**src/rtl/lfsr_pkg.sv**
```systemverilog
// lfsr_pkg: shared LFSR word type, default seed, server states and the LFSR step function
package lfsr_pkg;
  localparam int LFSR_W = 16;
  typedef logic [LFSR_W-1:0] lfsr_word_t;
  localparam lfsr_word_t SEED_DEFAULT_C = 16'hACE1;
  typedef enum logic {WARMUP, SERVE} srv_state_t;
  function automatic lfsr_word_t lfsr_next(lfsr_word_t s);
    return {s[15] ^ s[14], s[13:2], s[15] ^ s[1], s[0], s[15]};
  endfunction
endpackage

```
**src/rtl/lfsr_rand_server_rr_arbiter.sv**
```systemverilog
// rr_arbiter: one-hot round-robin pick searching upward from ptr with wrap; ports req/ptr/enable in, gnt/idx out
module rr_arbiter #(
  parameter int NUM_REQ = 4,
  parameter int PW = $clog2(NUM_REQ)
) (
  input  logic [NUM_REQ-1:0] req,
  input  logic [PW-1:0]      ptr,
  input  logic               enable,
  output logic [NUM_REQ-1:0] gnt,
  output logic [PW-1:0]      idx
);
  always_comb begin
    gnt = '0;
    idx = '0;
    for (int k = NUM_REQ - 1; k >= 0; k--) begin
      if (enable && req[(int'(ptr) + k) % NUM_REQ]) begin
        gnt = '0;
        gnt[(int'(ptr) + k) % NUM_REQ] = 1'b1;
        idx = PW'((int'(ptr) + k) % NUM_REQ);
      end
    end
  end
endmodule

```
**src/rtl/lfsr_rand_server.sv**
```systemverilog
// lfsr_rand_server: one 16-bit Galois LFSR shared round-robin among NUM_REQ requesters.
// Ports: clk_in, rst_n_in (async active-low), seed_valid_in/seed_in (seed load),
// req_in/gnt_out (request / one-hot grant), rand_out (current word), busy_out (not serving),
// seed_zero_out (pulse when a zero seed was replaced).
// Define LFSR_FREE_RUN_EN to step the LFSR every SERVE cycle instead of only on grants.
module lfsr_rand_server
  import lfsr_pkg::*;
#(
  parameter int NUM_REQ = 4,
  parameter int WARMUP_CYCLES = 16,
  parameter lfsr_word_t SEED_DEFAULT = SEED_DEFAULT_C
) (
  input  logic               clk_in,
  input  logic               rst_n_in,
  input  logic               seed_valid_in,
  input  logic [15:0]        seed_in,
  input  logic [NUM_REQ-1:0] req_in,
  output logic [NUM_REQ-1:0] gnt_out,
  output logic [15:0]        rand_out,
  output logic               busy_out,
  output logic               seed_zero_out
);
  localparam int PW = $clog2(NUM_REQ);
  localparam int CW = (WARMUP_CYCLES > 0) ? $clog2(WARMUP_CYCLES + 1) : 1;
  localparam srv_state_t INIT_ST = (WARMUP_CYCLES == 0) ? SERVE : WARMUP;
  srv_state_t st, st_nx;
  lfsr_word_t lfsr, lfsr_nx;
  logic [CW-1:0] cnt, cnt_nx;
  logic [PW-1:0] ptr, ptr_nx, idx;
  logic any;
  rr_arbiter #(.NUM_REQ(NUM_REQ), .PW(PW)) u_arb (
    .req(req_in),
    .ptr(ptr),
    .enable(st == SERVE && !seed_valid_in),
    .gnt(gnt_out),
    .idx(idx)
  );
  assign any = |gnt_out;
  assign rand_out = lfsr;
  assign busy_out = st != SERVE;
  always_comb begin
    lfsr_nx = lfsr;
    cnt_nx = cnt;
    st_nx = st;
    ptr_nx = ptr;
    if (seed_valid_in) begin
      lfsr_nx = (seed_in == '0) ? SEED_DEFAULT : seed_in;
      cnt_nx = '0;
      st_nx = INIT_ST;
    end else if (st == WARMUP) begin
      lfsr_nx = lfsr_next(lfsr);
      cnt_nx = cnt + CW'(1);
      st_nx = (int'(cnt) == WARMUP_CYCLES - 1) ? SERVE : WARMUP;
    end else begin
`ifdef LFSR_FREE_RUN_EN
      lfsr_nx = lfsr_next(lfsr);
`else
      lfsr_nx = any ? lfsr_next(lfsr) : lfsr;
`endif
      ptr_nx = !any ? ptr : (int'(idx) == NUM_REQ - 1) ? '0 : idx + PW'(1);
    end
  end
  always_ff @(posedge clk_in or negedge rst_n_in) begin
    if (!rst_n_in) begin
      st <= INIT_ST;
      lfsr <= SEED_DEFAULT;
      cnt <= '0;
      ptr <= '0;
      seed_zero_out <= 1'b0;
    end else begin
      st <= st_nx;
      lfsr <= lfsr_nx;
      cnt <= cnt_nx;
      ptr <= ptr_nx;
      seed_zero_out <= seed_valid_in && seed_in == '0;
    end
  end
endmodule
```
**config.mk**
```make
export PLATFORM = sky130hd
export DESIGN_NAME = lfsr_rand_server
export DESIGN_NICKNAME = d
export VERILOG_FILES = /design/src/rtl/lfsr_pkg.sv /design/src/rtl/lfsr_rand_server_rr_arbiter.sv /design/src/rtl/lfsr_rand_server.sv
export SDC_FILE = /design/constraint.sdc
export NUM_CORES = 1
export LEC_CHECK = 0
export ABC_AREA = 1
export CAP_MARGIN = 25
export CELL_PAD_IN_SITES_DETAIL_PLACEMENT = 1
export CELL_PAD_IN_SITES_GLOBAL_PLACEMENT = 2
export CORE_ASPECT_RATIO = 0.5
export CORE_MARGIN = 5
export CORE_UTILIZATION = 29
export DETAILED_ROUTE_END_ITERATION = 8
export GPL_TIMING_DRIVEN = 0
export PLACE_DENSITY_LB_ADDON = 0.05
export RECOVER_POWER = 25
export SETUP_SLACK_MARGIN = 0.02
export SYNTH_ARGS = -nofsm -noshare
export SYNTH_HDL_FRONTEND = slang
export SYNTH_SLANG_ARGS = --single-unit
export TNS_END_PERCENT = 10
```
**constraint.sdc**
```tcl
create_clock -name clk_in -period 7.15 [get_ports clk_in]
set_input_delay 1.7875 -clock clk_in [delete_from_list [all_inputs] [get_ports clk_in]]
set_output_delay 1.7875 -clock clk_in [all_outputs]
set_load 0.02 [all_outputs]
```
==> flow_summary.yaml <==
timing:
  setup_tns_ps: 0
  timing.final.crit_share: 0.7841
  finalSetupViolCount: 0
  drv_slew: 0
  period_needed_ps: 5606
  timing.hold.ws_ps: 493.4
  fin_skew_ps: 3.026
  grt_setup_unrepaired: "false"
  fmax_mhz: 178.4
  hold_violations: 0
  maxSlewHeadroom: 0.3630
  worst_pin_slew_ps: 955.5
finish:
  drive_gt1_frac: 0.09394
  fin_area_mm2: 0.002505
  final_common_cell: "nand2_1"
  area_growth_syn_to_layout_pct: 33.20
  layout_common_cells: "106 x nand2_1, 42 x clkdlybuf4s50_1, 37 x nand3_1"
  antenna-diode-count: 0
  instances_no_fill: 418
  nNetsFinal: 364
  nFillCells: 825
clock_tree:
  clock_path_buffers: 2
  cts_setup_buffers: 0
  numCtsBuffers: 3
  clk_root_buffer_cell: "clkbuf_16"
  htreeDepth: 1
  cts_tree: "yes"
  hold_buffers: 0
  clk_latency_ps: 260
  clkTransAtPathRegs_ps: 70
  cts_resized: 0
  clock-sinks: 25
routing:
  wl_mm: 5.748
  first_pass_iters: 4
  viasPerCell: 4.569
  routed_wire_length_per_instance_um: 13.75
  ant_nets: 0
  vias: 1910
  drc: 0
  drt-initial-drc-count: 55
die:
  initial_core_util: 0.3043
  die_h_um: 66.94
  ios: 45
  die_area_mm2: 0.008293
  die_w_um: 123.9
  rows: 20
  core_area_mm2: 0.006181
power_and_ir_drop:
  powerDensity_mw_per_mm2: 198.8
  clkPwrFrac: 0.261
  p_leak_nw: 1.265
  peakVddDrop_v: 0.00008421
  pwr-share-comb: 0.366
  p_seq_frac: 0.373
  switching_share: 0.3831
  internal_power_uw: 307.1
  p_sw_uw: 190.7
min_path:
  hp-class: "register to register"
placement:
  port_buffers: 43
  gp_congestion: 0.7879
  place_area_mm2: 0.002449
  dp_hpwl_mm: 4.440
  place_inst: 414
synth:
  ys_types: 26
  synth_seq_area_share: 0.3380
  avgSynthCellArea_um2: 6.669
  ys_ff_latch: 25
  syn_area_mm2: 0.001881
  synth_warnings: 0
  synth_fp_nets: 315
  syn_inst: 282
worst_setup_path:
  crit_path_start_kind: "input port"
  worst-setup-path-type: "input port to output pin"
  worstPathCellList: "clkdlybuf4s50_1, nand2_1, nand2_1, nor2_1, nor2_2, nor2_1, nand3_1, nand2_1, inv_1, clkdlybuf4s50_1"
  critPathRequiredTime_ps: 5360
  path_max_fanout: 10
  path_common_cell: "nand2_1"
  cp.arrival_ps: 3820
  end_kind: "output pin"
  max_stage_delay_ps: 590
  slowest_stage: "clkdlybuf4s50_1"
run_status:
  status: "finished, final reports clean"
run:
  cap_violations: 0
grt:
  grt_pass1_vias: 2062
  grt_pass1_wl_mm: 9.839
  grt_max_degree: 17
  antenna_found_initial: 0
  overflow: 0
  track_usage: 0.1491
## sequential cells by signal, indices dropped and copies added, names as in the netlist
register / flops
ptr: 2
cnt: 5
seed_zero_out: 1
st: 1
rand_out: 16
## path summary, 6_finish.rpt
kind	slack (ps)	cells past startpoint	end	startpoint
max reg2reg	4460	16	rand_out[2]$_DFFE_PN0P_	ptr[0]$_DFFE_PN0P_
max	1540	10	gnt_out[1]	req_in[3]
min reg2reg	490	2	cnt[4]$_DFFE_PN0P_	cnt[4]$_DFFE_PN0P_
max in group asynchronous	4010	2	rand_out[14]$_DFFE_PN0P_	rst_n_in
min in group asynchronous	1910	1	cnt[0]$_DFFE_PN0P_	rst_n_in
min	490	2	cnt[4]$_DFFE_PN0P_	cnt[4]$_DFFE_PN0P_
## through the flow
step | setup slack, ps | power [mW] | utilization
6_report | 1544 | 0.4979 | 0.4053
4_1_cts | 1525 | 0.5078 | 0.4091
2_1_floorplan | 2581 | 0.3039 | -
5_1_grt | 1396 | 0.5378 | 0.4053
3_5_place_dp | 1529 | 0.3753 | 0.3962
3_3_place_gp | 1573 | 0.3670 | 0.3917
## layout make-up
type / count / area [um2] / share of cell area
Multi-Input combinational cell: 218 / 1070 / 0.4271
Sequential cell: 25 / 635.6 / 0.2537
Timing Repair Buffer: 44 / 434.2 / 0.1733
Tap cell: 88 / 110.1 / 0.04396
Inverter: 29 / 108.9 / 0.04346
Clock buffer: 3 / 75.07 / 0.02997
Buffer: 10 / 66.31 / 0.02647
Clock inverter: 1 / 5.005 / 0.001998
## routing by layer
layer  GRT usage  vias up  share of wire
li1            -      982              -
met1      0.1882      897           0.49
met2      0.2710       27           0.47
met3     0.02969        4          0.033
met4     0.01655        0         0.0038
met5           0        -              0
## power groups by stage
stage | logic [mW] | clock network, mW | registers [mW]
2_1_floorplan | 0.111 | 0 | 0.193
3_3_place_gp | 0.179 | 0 | 0.188
3_5_place_dp | 0.186 | 0 | 0.189
4_1_cts | 0.187 | 0.134 | 0.187
5_1_grt | 0.207 | 0.141 | 0.190
6_report | 0.182 | 0.130 | 0.186
## kinds of logic (layout without fill, tap and decap cells)
family,count (synthesis),after routing,share of synthesized area
AO/OA/AOI/OAI,18,18,0.05057
adder cells (fa/ha/maj),10,10,0.06653
buffers and inverters,39,87,0.09315
AND/OR/NAND/NOR,190,190,0.4518
flip-flops,25,25,0.3380
## worst max-delay path: cells and delay by family
family / cells / cell delay, ps
buffers and inverters: 3 / 1140
AND/OR/NAND/NOR: 7 / 900
## cell usage after synthesis (all sizes together)
cell type | n | area, um2
ha | 10 | 125.1
buf | 6 | 51.30
o21ai | 12 | 60.06
nand4 | 2 | 12.51
o211ai | 1 | 7.510
dfstp | 8 | 210.2
clkbuf | 4 | 15.01
inv | 29 | 108.9
nor2 | 33 | 160.2
dfrtp | 17 | 425.4
a21oi | 4 | 20.02
nand3b | 1 | 7.510
nor3 | 5 | 25.02
o31ai | 1 | 7.510
nand2 | 109 | 421.7
nand3 | 40 | 222.7
No activity file was read; power rests on OpenSTA's default activity.
